File: src/rtl/mem_access_stage_if.sv
// Data-memory request/acknowledge bus between the MEM stage and data memory.
// Signal suffixes are written from the point of view of the MEM stage.
interface mem_access_stage_if;
    logic        dmem_req_o;
    logic        dmem_we_o;
    logic [31:0] dmem_addr_o;
    logic [31:0] dmem_wdata_o;
    logic [3:0]  dmem_be_o;
    logic        dmem_ack_i;
    logic [31:0] dmem_rdata_i;

    modport master (
        output dmem_req_o, dmem_we_o, dmem_addr_o, dmem_wdata_o, dmem_be_o,
        input  dmem_ack_i, dmem_rdata_i
    );

    modport slave (
        input  dmem_req_o, dmem_we_o, dmem_addr_o, dmem_wdata_o, dmem_be_o,
        output dmem_ack_i, dmem_rdata_i
    );
endinterface

File: src/rtl/mem_access_stage.sv
// MEM stage load/store unit: turns EX/MEM control into a req/ack data-memory
// transaction, stalls the pipeline while it is outstanding, extends load data,
// and flags misaligned accesses and bus timeouts.
module mem_access_stage #(
    parameter int unsigned TIMEOUT_CYCLES = 255
) (
    input  logic                clk,
    input  logic                rst,
    input  logic [31:0]         mem_alu_result_i,
    input  logic [31:0]         mem_rs2_data_i,
    input  logic [4:0]          mem_rd_addr_i,
    input  logic [2:0]          mem_funct3_i,
    input  logic                mem_mem_read_i,
    input  logic                mem_mem_write_i,
    input  logic                mem_reg_write_i,
    input  logic [1:0]          mem_mem_to_reg_i,
    mem_access_stage_if.master  dmem,
    output logic                stall_o,
    output logic [31:0]         wb_alu_result_o,
    output logic [31:0]         wb_load_data_o,
    output logic [4:0]          wb_rd_addr_o,
    output logic                wb_reg_write_o,
    output logic [1:0]          wb_mem_to_reg_o,
    output logic                misaligned_o,
    output logic                bus_err_o
);
    localparam logic [15:0] TIMEOUT_LAST = 16'(TIMEOUT_CYCLES - 1);

    typedef enum logic [1:0] {IDLE, BUSY, DONE} state_t;

    state_t      state_q;
    logic [15:0] cnt_q;
    logic        req_q, we_q, bus_err_q;
    logic [31:0] addr_q, wdata_q, load_q;
    logic [3:0]  be_q;
    logic [2:0]  funct3_q;
    logic [1:0]  off_q;
    logic        is_load_q;

    logic        access, misalign, launch;
    logic [1:0]  off;
    logic [3:0]  be_calc;
    logic [31:0] wdata_calc, load_ext;
    logic [7:0]  rd_lane [4];
    logic [7:0]  byte_sel;
    logic [15:0] half_sel;

    assign access = mem_mem_read_i | mem_mem_write_i;
    assign off    = mem_alu_result_i[1:0];

    // Half needs even offset, word needs offset zero; bytes are always aligned.
    assign misalign = ((mem_funct3_i[1:0] == 2'b01) & off[0]) |
                      (mem_funct3_i[1] & (off != 2'b00));
    assign launch   = access & ~misalign;

    // Byte enables and lane-replicated store data for the current instruction.
    always_comb begin
        be_calc    = 4'b1111;
        wdata_calc = mem_rs2_data_i;
        case (mem_funct3_i[1:0])
            2'b00: begin
                be_calc    = 4'b0001 << off;
                wdata_calc = {4{mem_rs2_data_i[7:0]}};
            end
            2'b01: begin
                be_calc    = 4'b0011 << off;
                wdata_calc = {2{mem_rs2_data_i[15:0]}};
            end
            default: ;
        endcase
    end

    // Split the returned word into byte lanes for offset-based selection.
    for (genvar gi = 0; gi < 4; gi++) begin : g_lane
        assign rd_lane[gi] = dmem.dmem_rdata_i[8*gi +: 8];
    end

    assign byte_sel = rd_lane[off_q];
    assign half_sel = off_q[1] ? dmem.dmem_rdata_i[31:16] : dmem.dmem_rdata_i[15:0];

    // Sign/zero extension uses the size and offset captured at launch.
    always_comb begin
        load_ext = dmem.dmem_rdata_i;
        case (funct3_q[1:0])
            2'b00:   load_ext = {{24{~funct3_q[2] & byte_sel[7]}}, byte_sel};
            2'b01:   load_ext = {{16{~funct3_q[2] & half_sel[15]}}, half_sel};
            default: ;
        endcase
    end

    // Transaction FSM with registered bus outputs, load data and error flag.
    always_ff @(posedge clk) begin
        if (rst) begin
            state_q   <= IDLE;
            cnt_q     <= '0;
            req_q     <= 1'b0;
            we_q      <= 1'b0;
            addr_q    <= '0;
            wdata_q   <= '0;
            be_q      <= '0;
            load_q    <= '0;
            bus_err_q <= 1'b0;
            funct3_q  <= '0;
            off_q     <= '0;
            is_load_q <= 1'b0;
        end else begin
            case (state_q)
                IDLE: begin
                    if (launch) begin
                        addr_q    <= {mem_alu_result_i[31:2], 2'b00};
                        we_q      <= mem_mem_write_i & ~mem_mem_read_i;
                        wdata_q   <= wdata_calc;
                        be_q      <= be_calc;
                        funct3_q  <= mem_funct3_i;
                        off_q     <= off;
                        is_load_q <= mem_mem_read_i;
                        cnt_q     <= '0;
                        req_q     <= 1'b1;
                        state_q   <= BUSY;
                    end
                end
                BUSY: begin
                    if (dmem.dmem_ack_i) begin
                        load_q  <= is_load_q ? load_ext : 32'd0;
                        req_q   <= 1'b0;
                        state_q <= DONE;
                    end else if (cnt_q == TIMEOUT_LAST) begin
                        bus_err_q <= 1'b1;
                        load_q    <= '0;
                        req_q     <= 1'b0;
                        state_q   <= DONE;
                    end else begin
                        cnt_q <= cnt_q + 16'd1;
                    end
                end
                DONE: begin
                    bus_err_q <= 1'b0;
                    state_q   <= IDLE;
                end
                default: state_q <= IDLE;
            endcase
        end
    end

    // Pipeline control: stall while launching/outstanding, qualify WB write.
    always_comb begin
        stall_o        = 1'b0;
        wb_reg_write_o = 1'b0;
        if (!rst) begin
            case (state_q)
                IDLE: begin
                    stall_o        = launch;
                    wb_reg_write_o = mem_reg_write_i & ~access;
                end
                BUSY:    stall_o = 1'b1;
                DONE:    wb_reg_write_o = mem_reg_write_i & ~bus_err_q;
                default: ;
            endcase
        end
    end

    assign misaligned_o      = ~rst & access & misalign;
    assign bus_err_o         = bus_err_q;
    assign wb_load_data_o    = load_q;
    assign wb_alu_result_o   = mem_alu_result_i;
    assign wb_rd_addr_o      = mem_rd_addr_i;
    assign wb_mem_to_reg_o   = mem_mem_to_reg_i;

    assign dmem.dmem_req_o   = req_q;
    assign dmem.dmem_we_o    = we_q;
    assign dmem.dmem_addr_o  = addr_q;
    assign dmem.dmem_wdata_o = wdata_q;
    assign dmem.dmem_be_o    = be_q;
endmodule
File: src/flat_wrapper.sv
// flat-port wrapper written by rule: the top's interface ports become plain ports
module mem_access_stage_flat 
#(
    parameter int unsigned TIMEOUT_CYCLES = 255
)
  (clk, rst, mem_alu_result_i, mem_rs2_data_i, mem_rd_addr_i, mem_funct3_i, mem_mem_read_i, mem_mem_write_i, mem_reg_write_i, mem_mem_to_reg_i, stall_o, wb_alu_result_o, wb_load_data_o, wb_rd_addr_o, wb_reg_write_o, wb_mem_to_reg_o, misaligned_o, bus_err_o, dmem_dmem_req_o, dmem_dmem_we_o, dmem_dmem_addr_o, dmem_dmem_wdata_o, dmem_dmem_be_o, dmem_dmem_ack_i, dmem_dmem_rdata_i);
  mem_access_stage_if dmem_i ();
  input  logic clk;
  input  logic rst;
  input  logic [31:0] mem_alu_result_i;
  input  logic [31:0] mem_rs2_data_i;
  input  logic [4:0] mem_rd_addr_i;
  input  logic [2:0] mem_funct3_i;
  input  logic mem_mem_read_i;
  input  logic mem_mem_write_i;
  input  logic mem_reg_write_i;
  input  logic [1:0] mem_mem_to_reg_i;
  output logic stall_o;
  output logic [31:0] wb_alu_result_o;
  output logic [31:0] wb_load_data_o;
  output logic [4:0] wb_rd_addr_o;
  output logic wb_reg_write_o;
  output logic [1:0] wb_mem_to_reg_o;
  output logic misaligned_o;
  output logic bus_err_o;
  output wire logic [$bits(dmem_i.dmem_req_o)-1:0] dmem_dmem_req_o;
  output wire logic [$bits(dmem_i.dmem_we_o)-1:0] dmem_dmem_we_o;
  output wire logic [$bits(dmem_i.dmem_addr_o)-1:0] dmem_dmem_addr_o;
  output wire logic [$bits(dmem_i.dmem_wdata_o)-1:0] dmem_dmem_wdata_o;
  output wire logic [$bits(dmem_i.dmem_be_o)-1:0] dmem_dmem_be_o;
  input wire logic [$bits(dmem_i.dmem_ack_i)-1:0] dmem_dmem_ack_i;
  input wire logic [$bits(dmem_i.dmem_rdata_i)-1:0] dmem_dmem_rdata_i;
  assign dmem_dmem_req_o = dmem_i.dmem_req_o;
  assign dmem_dmem_we_o = dmem_i.dmem_we_o;
  assign dmem_dmem_addr_o = dmem_i.dmem_addr_o;
  assign dmem_dmem_wdata_o = dmem_i.dmem_wdata_o;
  assign dmem_dmem_be_o = dmem_i.dmem_be_o;
  assign dmem_i.dmem_ack_i = dmem_dmem_ack_i;
  assign dmem_i.dmem_rdata_i = dmem_dmem_rdata_i;
  mem_access_stage #(.TIMEOUT_CYCLES(TIMEOUT_CYCLES)) u_core (.clk(clk), .rst(rst), .mem_alu_result_i(mem_alu_result_i), .mem_rs2_data_i(mem_rs2_data_i), .mem_rd_addr_i(mem_rd_addr_i), .mem_funct3_i(mem_funct3_i), .mem_mem_read_i(mem_mem_read_i), .mem_mem_write_i(mem_mem_write_i), .mem_reg_write_i(mem_reg_write_i), .mem_mem_to_reg_i(mem_mem_to_reg_i), .dmem(dmem_i), .stall_o(stall_o), .wb_alu_result_o(wb_alu_result_o), .wb_load_data_o(wb_load_data_o), .wb_rd_addr_o(wb_rd_addr_o), .wb_reg_write_o(wb_reg_write_o), .wb_mem_to_reg_o(wb_mem_to_reg_o), .misaligned_o(misaligned_o), .bus_err_o(bus_err_o));
endmodule
File: config.mk
export PLATFORM = sky130hd
export DESIGN_NAME = mem_access_stage_flat
export DESIGN_NICKNAME = d
export VERILOG_FILES = /design/src/rtl/mem_access_stage_if.sv /design/src/rtl/mem_access_stage.sv /design/src/flat_wrapper.sv
export SDC_FILE = /design/constraint.sdc
export NUM_CORES = 1
export LEC_CHECK = 0
export CAP_MARGIN = 20
export CELL_PAD_IN_SITES_DETAIL_PLACEMENT = 0
export CELL_PAD_IN_SITES_GLOBAL_PLACEMENT = 1
export CORE_MARGIN = 1.5
export CORE_UTILIZATION = 27
export CTS_CLUSTER_DIAMETER = 120
export DETAILED_ROUTE_END_ITERATION = 6
export GPL_TIMING_DRIVEN = 0
export PLACE_DENSITY = 0.78
export RECOVER_POWER = 100
export SETUP_SLACK_MARGIN = 0.4
export SLEW_MARGIN = 20
export SYNTH_ARGS = -nofsm -noshare
export SYNTH_HDL_FRONTEND = slang
export SYNTH_SLANG_ARGS = --single-unit
File: constraint.sdc
create_clock -name clk -period 2.2 [get_ports clk]
set_input_delay 0.44 -clock clk [delete_from_list [all_inputs] [get_ports clk]]
set_output_delay 0.44 -clock clk [all_outputs]
set_load 0.01 [all_outputs]
==> results.rst, run 1 <==
.. list-table::
   :header-rows: 1

   * - Metric
     - Value
   * - First-pass iteration count of the detailed router
     - 6
   * - Area growth, synth to finish
     - 86.8%
   * - Final worst setup slack
     - -10.2 ps
   * - IO Pins
     - 257
   * - Type of the most critical hold path
     - in -> reg
   * - FF-to-FF path depth
     - 6
   * - FF+latch count, synth
     - 125
   * - Routed vias/inst
     - 4.89
   * - Total of hold buffers inserted after clock tree synthesis
     - 0
   * - Number of instances in the placed design
     - 1245
   * - Result of the run
     - complete, but fails checks
   * - Count of final setup violators
     - 1
   * - CTS Buf Count
     - 17
   * - Total half-perimeter wirelength after legalization and detailed placement
     - 16300 um
   * - Share of the synthesized area in the top cell type
     - 43.0%
   * - Worst ir drop on vdd
     - 0.486 mV
   * - Number of warnings issued by yosys
     - 0
   * - Number of antenna cells inserted
     - 0
   * - Synthesized area divided by synthesized cell count
     - 8.04 um^2
   * - Die height
     - 150 um
   * - FF-to-FF Start
     - u_core.cnt_q[12]
   * - Count of placed standard cells in the final layout, fillers left out
     - 1321
   * - Post-Route WL
     - 23800 um
   * - Initial antenna violation count
     - 1
   * - Post-synth design cell area
     - 0.00581 mm^2
   * - Effective utilization at floorplan
     - 27.6%
   * - Shortest period the worst path allows
     - 2210 ps
   * - Number of I/O port buffers
     - 246
   * - Tot Pwr
     - 7380 uW
   * - Number of nets with antenna violations after detailed routing
     - 0
   * - Number of endpoints with negative hold slack in the final report
     - 0
   * - WS Path Type
     - in -> out
   * - Seq/Total Area, Yosys
     - 43.0%
   * - Wirelength per Cell
     - 18.0 um
   * - Clock root buffer
     - sky130_fd_sc_hd__clkbuf_16
   * - Transition time of the tightest slew-check pin
     - 822 ps
   * - Worst endpoint data arrival time
     - 1770 ps
   * - Count of nets after finishing
     - 1147
   * - Source of the worst hold timing path
     - mem_alu_result_i[0]
   * - Endpoint type of the worst setup path
     - output pin
   * - Vias after detailed routing
     - 6456
   * - Via count of the first global-routing pass
     - 6461
   * - CTS H-tree depth
     - 4
   * - Number of library cell types mapped by synthesis
     - 47
   * - Total of max-cap violations
     - 0
   * - CTS tree
     - built
   * - Peak clock frequency supported by timing
     - 452 MHz
   * - Largest driver fanout on the critical path
     - 8
   * - Die Area
     - 0.0224 mm^2
   * - Wire length of the first global-routing pass
     - 35500 um
   * - Flop-to-flop setup slack
     - 30 ps
   * - Fillers
     - 2001
   * - Clock tree buffer depth
     - 2
   * - Power density over the cells
     - 680 mW/mm^2
   * - Failing checks
     - setup timing
   * - Routability-driven placement congestion ratio
     - 0.849
   * - Type of origin of the critical path
     - input port
   * - Share of cells above drive strength 1
     - 32.0%
   * - Maximum number of pins on one net before global-route repair
     - 17
   * - Post-synthesis cell count
     - 723
   * - Total gr overflow
     - 0
   * - Worst Clk Skew
     - 10.8 ps
   * - Final Cycle Share
     - 100%
   * - Static leakage
     - 0.00434 uW
   * - Standard-cell rows
     - 53
   * - Worst Hold Depth
     - 3
   * - # DRC
     - 0
   * - Post-synth top area cell
     - sky130_fd_sc_hd__dfxtp_1
   * - Main area contributors after synthesis
     - sky130_fd_sc_hd__dfxtp_1, sky130_fd_sc_hd__nand2_1, sky130_fd_sc_hd__a21oi_1
   * - Destination of the worst register-to-register timing path
     - u_core.wb_load_data_o[23]
   * - Most common library cell in the layout ignoring fill and taps
     - sky130_fd_sc_hd__clkdlybuf4s50_1
   * - Clock sinks
     - 125
   * - Setup repair after global routing missed its margin
     - true
   * - Worst slew margin relative to its limit
     - 45.2%
   * - 1st-iter DRT viols
     - 276
   * - Required time of the critical path
     - 1760 ps
   * - Endpoint of the worst hold-timing path
     - u_core.off_q[0]
   * - Worst-skew pair later-pin latency
     - 420 ps
   * - Std-Cell Core Area
     - 0.0211 mm^2
   * - Clock transition at the register clock pins on the worst setup and hold paths after CTS
     - 60 ps
   * - Chip Width
     - 150 um
   * - All-layer global routing usage
     - 20.6%
   * - Slew Viols, Final
     - 0
   * - Commonest cells after routing, fill and taps aside
     - sky130_fd_sc_hd__clkdlybuf4s50_1, sky130_fd_sc_hd__dfxtp_1, sky130_fd_sc_hd__nand2_1
-- timing repair --
action                                  in CTS  in global routing
endpoints found under the setup margin     165                172
buffers inserted                            24                  9
cloned                                      10                  1
pin swaps                                   90                 43
gates resized for setup                    269                197
-- state kept, by name, summed over array words and instances (netlist names) --
| name | flops |
|---|---|
| u_core.dmem.dmem_addr_o | 30 |
| u_core.bus_err_o | 1 |
| u_core.state_q | 2 |
| u_core.wb_load_data_o | 32 |
| u_core.is_load_q | 1 |
| u_core.dmem.dmem_req_o | 1 |
| u_core.funct3_q | 3 |
| u_core.dmem.dmem_wdata_o | 32 |
| u_core.cnt_q | 16 |
| u_core.dmem.dmem_we_o | 1 |
| u_core.dmem.dmem_be_o | 4 |
| u_core.off_q | 2 |
-- per-layer routing --
metal  up-vias  wire (um)  GRT usage (%)
li1       3100          -              -
met3        33       1970           5.79
met4         2        495           7.50
met1      3036       9850           25.5
met2       285      11400           34.0
met5         -         12              0
-- through the flow --
stage | setup WS (ps) | TNS, ps | utilization (%) | area, um^2 | hold WS, ps
2_1_floorplan | 129 | 0 | - | 5960 | 437
3_3_place_gp | -1240 | -62460 | 41.6 | 8760 | 425
3_5_place_dp | -1210 | -62310 | 41.6 | 8760 | 431
4_1_cts | -1.41 | -1.41 | 49.5 | 10400 | 306
5_1_grt | -83.0 | -83.0 | 51.5 | 10900 | 322
6_report | -10.2 | -10.2 | 51.5 | 10900 | 334
-- critical path: stages --
cell	delay, ps
sky130_fd_sc_hd__buf_4	150
sky130_fd_sc_hd__o21a_4	240
sky130_fd_sc_hd__nor4_4	320
sky130_fd_sc_hd__clkbuf_8	200
sky130_fd_sc_hd__clkbuf_16	130
sky130_fd_sc_hd__nor2_4	30
sky130_fd_sc_hd__nor3_4	100
sky130_fd_sc_hd__buf_2	150
-- cells in the mapped netlist, drive strengths merged --
library cell,n
dfxtp,125
mux2i,18
a2bb2oi,1
o21ba,1
nor3,19
a31oi,8
nand3b,1
or3,5
o221ai,7
a211oi,9
nor4b,1
nand2b,19
nand4,5
inv,7
mux2,9
and4,2
o21ai,28
xor2,5
nor2,42
a311oi,8
nor4,3
o41a,1
o31ai,3
o21a,3
a22o,25
a2111oi,1
mux4,1
ha,2
xnor2,1
o2bb2ai,2
nand3,9
clkbuf,44
nand2,163
o22ai,1
nor2b,3
conb,1
o211ai,1
a21oi,75
buf,52
and3,3
nor3b,1
or4,7
o2111ai,1
-- area by class of cell --
type / instances / area (um^2) / area share (%)
flip-flops and latches: 125 / 2520 / 23.2
clock buffers: 18 / 439 / 4.04
multi-input cells: 496 / 3660 / 33.7
repair buffers: 290 / 2790 / 25.7
inverters: 7 / 26.3 / 0.242
plain buffers: 96 / 852 / 7.84
clock inverters: 14 / 229 / 2.11
well taps: 275 / 344 / 3.17
-- cells by family after synthesis --
logic type	share of synthesized area, %
and+or+nand+nor	21.3
DFF	43.0
adders and majority gates	0.430
buffers and inverters	9.94
other	0.0645
muxes	5.23
xor gates and xnor gates	0.904
AOI/OAI and AO/OA	19.0
-- power by group --
group          total (uW)  internal, uW  leakage [uW]  switching (uW)
clock                3230          2070      0.000327            1160
sequential           2470          2380       0.00102            98.4
combinational        1680           869       0.00299             814
-- worst max path at each step --
stage	from	to	slack (ps)	depth (start not counted)
2_1_floorplan	u_core.cnt_q[12]	u_core.wb_load_data_o[7]	130	6
3_3_place_gp	mem_alu_result_i[1]	stall_o	-1240	8
3_5_place_dp	mem_alu_result_i[1]	stall_o	-1210	8
4_1_cts	u_core.state_q[0]	stall_o	-1	7
5_1_grt	u_core.state_q[1]	stall_o	-80	7
6_report	mem_alu_result_i[1]	stall_o	-10	8
Note: power is estimated with default switching activity, not from simulation.
==> run 2: changes to the inputs <==
- CELL_PAD_IN_SITES_DETAIL_PLACEMENT: 0 -> default
- CELL_PAD_IN_SITES_GLOBAL_PLACEMENT: 1 -> default
- CORE_UTILIZATION: 27 -> 38
==> run 2 against run 1 <==
  * The flow still finishes with violations (setup timing)
  * Largest cell class is now buffers
  * Register-to-register slack worse by 50 ps
  * Design area is 5.7% lower
  * Fmax shrank 0.38%
  * Combinational power shrank 5%
  * Sequential power about the same
  * Die area down 28%
  * Critical path depth is 2 lower
==> results.rst, run 2 (synthesized netlist as in run 1, its figures left out) <==
.. list-table::
   :header-rows: 1

   * - Metric
     - Value
   * - Switch share
     - 27.1% (-0.87 points)
   * - Slew Viols, Final
     - 0 (unchanged)
   * - CTS H-tree depth
     - 4 (unchanged)
   * - WS Path Type
     - reg -> reg
   * - # DRC
     - 0 (unchanged)
   * - CTS Buf Count
     - 17 (unchanged)
   * - Area growth, synth to finish
     - 76.3%
   * - Combinational group share of total power
     - 23.4% (+0.6 points)
   * - Shortest period the worst path allows
     - 2220 ps (+8.47 ps)
   * - Maximum single-stage delay on the critical path
     - 570 ps (+250 ps)
   * - Critical path launch point
     - u_core.cnt_q[4]
   * - Initial antenna violation count
     - 2 (+1)
   * - Clock tree buffer depth
     - 2 (unchanged)
   * - Final worst setup slack
     - -18.7 ps (-8.47 ps)
   * - Worst-skew pair later-pin latency
     - 420 ps (about the same)
   * - Routed vias/inst
     - 5.46 (+12%)
   * - Die height
     - 127 um (-15%)
   * - Clock root buffer
     - sky130_fd_sc_hd__clkbuf_16
   * - Die Area
     - 0.0161 mm^2 (-28%)
   * - Register cell area after layout
     - 0.00252 mm^2 (-0.25%)
   * - FF-to-FF Start
     - u_core.cnt_q[4]
   * - Maximum number of pins on one net before global-route repair
     - 17 (unchanged)
   * - Worst endpoint data arrival time
     - 2530 ps (+760 ps)
   * - Worst Clk Skew
     - 7.13 ps (-3.69 ps)
   * - Transition time of the tightest slew-check pin
     - 769 ps (-52.7 ps)
   * - Static leakage
     - 0.00399 uW (-8.0%)
   * - Most common library cell in the layout ignoring fill and taps
     - sky130_fd_sc_hd__clkdlybuf4s50_1
   * - Number of nets with antenna violations after detailed routing
     - 0 (unchanged)
   * - CTS tree
     - built
   * - Number of I/O port buffers
     - 246 (unchanged)
   * - Post-DP Area
     - 0.00865 mm^2 (-1.2%)
   * - All-layer global routing usage
     - 26.0% (+5.5 points)
   * - Standard-cell rows
     - 45 (-15%)
   * - Number of endpoints with negative hold slack in the final report
     - 0 (unchanged)
   * - Via count of the first global-routing pass
     - 6105 (-5.5%)
   * - Std-Cell Core Area
     - 0.0151 mm^2 (-28%)
   * - Clock sinks
     - 125 (unchanged)
   * - Wirelength per Cell
     - 18.9 um (+5.1%)
   * - Vias after detailed routing
     - 6743 (+4.4%)
   * - Type of the most critical hold path
     - in -> reg
   * - First-pass iteration count of the detailed router
     - 5 (-1)
   * - Endpoint type of the worst setup path
     - flop
   * - Total gr overflow
     - 0 (unchanged)
   * - Worst slew margin relative to its limit
     - 48.7% (+3.5 points)
   * - Source of the worst hold timing path
     - mem_alu_result_i[0]
   * - Commonest cells after routing, fill and taps aside
     - sky130_fd_sc_hd__clkdlybuf4s50_1, sky130_fd_sc_hd__nand2_1, sky130_fd_sc_hd__dfxtp_1
   * - Share of cells above drive strength 1
     - 23.9% (-8.1 points)
   * - Worst ir drop on vdd
     - 0.746 mV (+54%)
   * - Post-placement setup slack
     - -1310 ps (-101 ps)
   * - Count of final setup violators
     - 6 (+5)
   * - Count of nets after finishing
     - 1148 (+0.087%)
   * - Required time of the critical path
     - 2510 ps (+750 ps)
   * - Cell-internal power
     - 4940 uW (-7.0%)
   * - Slowest CP cell
     - sky130_fd_sc_hd__o41a_1
   * - Final Cycle Share
     - 101% (+0.39 points)
   * - Clock transition at the register clock pins on the worst setup and hold paths after CTS
     - 60 ps (about the same)
   * - Wire length of the first global-routing pass
     - 32300 um (-8.8%)
   * - Area of the multi-input gates
     - 0.00323 mm^2 (-12%)
   * - Switching Power
     - 1840 uW (-11%)
   * - Result of the run
     - complete, but fails checks
   * - Post-Route WL
     - 23400 um (-1.8%)
   * - Type of origin of the critical path
     - flop
   * - Failing checks
     - setup timing
   * - IO Pins
     - 257 (unchanged)
   * - Clock share of power
     - 40.5% (-3.2 points)
   * - Effective utilization at floorplan
     - 38.5% (+11 points)
   * - Sequential power share
     - 36.1% (+2.6 points)
   * - Largest driver fanout on the critical path
     - 9 (+1)
   * - Critical path, cell by cell
     - nand4_1 > o41a_1 > o21ba_4 > buf_12 > clkbuf_16 > a22o_1
   * - Hold WS
     - 345 ps (+11.4 ps)
   * - Routability-driven placement congestion ratio
     - 0.892 (+5.1%)
   * - Peak clock frequency supported by timing
     - 451 MHz (-0.38%)
   * - Total of max-cap violations
     - 0 (unchanged)
   * - 1st-iter DRT viols
     - 507 (+84%)
   * - Total half-perimeter wirelength after legalization and detailed placement
     - 15200 um (-6.8%)
   * - Power density over the cells
     - 662 mW/mm^2 (-2.6%)
   * - Fillers
     - 1212 (-39%)
   * - Chip Width
     - 127 um (-15%)
   * - Setup repair after global routing missed its margin
     - true
   * - Area of all placed cells without fillers
     - 0.0102 mm^2 (-5.7%)
-- run 2: repair_timing --
item,in CTS,in global routing
pin swaps,18,21
buffers inserted,18,15
endpoints found under the setup margin,160,148
hold buffers,0,0
cloned,4,8
resized for setup,128,158
-- run 2: worst paths after layout --
kind                            depth (start not counted)                          end  slack, ps
worst min register to register                          2  u_core.dmem.dmem_addr_o[20]        450
worst min-delay path                                    3              u_core.off_q[0]        350
worst max-delay path                                    6     u_core.wb_load_data_o[7]        -20
worst max register to register                          6     u_core.wb_load_data_o[7]        -20
-- run 2: cell type report --
type	instances	share of cell area, %
Antenna cell	1	0.0244
Buffer	96	8.18
Clock buffer	24	4.70
Clock inverter	7	0.855
Inverter	7	0.256
Multi-Input combinational cell	496	31.5
Sequential cell	125	24.6
Tap cell	188	2.30
Timing Repair Buffer	291	27.6
-- run 2: metal layers --
layer	GRT usage, %	vias to the layer above	wire [um]
li1	-	3099	-
met1	30.2	3147	9000
met2	42.9	405	11100
met3	9.03	90	2170
met4	13.2	2	1060
met5	0	-	12
-- run 2: critical path: cells and delay by family (launching register included) --
| family | cells | cell delay, ps |
|---|---|---|
| compound gates | 3 | 1000 |
| flops | 1 | 470 |
| simple gates | 1 | 320 |
| buf+inv | 2 | 310 |
-- run 2: through the flow --
step | total power, uW | utilization (%) | TNS [ps] | cells
floorplan | 3090 | - | 0 | 724
global placement | 3760 | 57.4 | -66660 | 1158
detailed placement | 3770 | 57.4 | -65070 | 1158
CTS | 6590 | 64.1 | 0 | 1211
global route | 6980 | 67.9 | -833 | 1234
finish | 6780 | 67.9 | -83.6 | 1235
-- run 2: power by group through the flow --
stage	clock [uW]	combinational, uW	sequential (uW)
detailed placement	0	1280	2490
floorplan	0	564	2530
finish	2750	1590	2450
global route	2850	1680	2460
CTS	2750	1400	2440
global placement	0	1280	2480
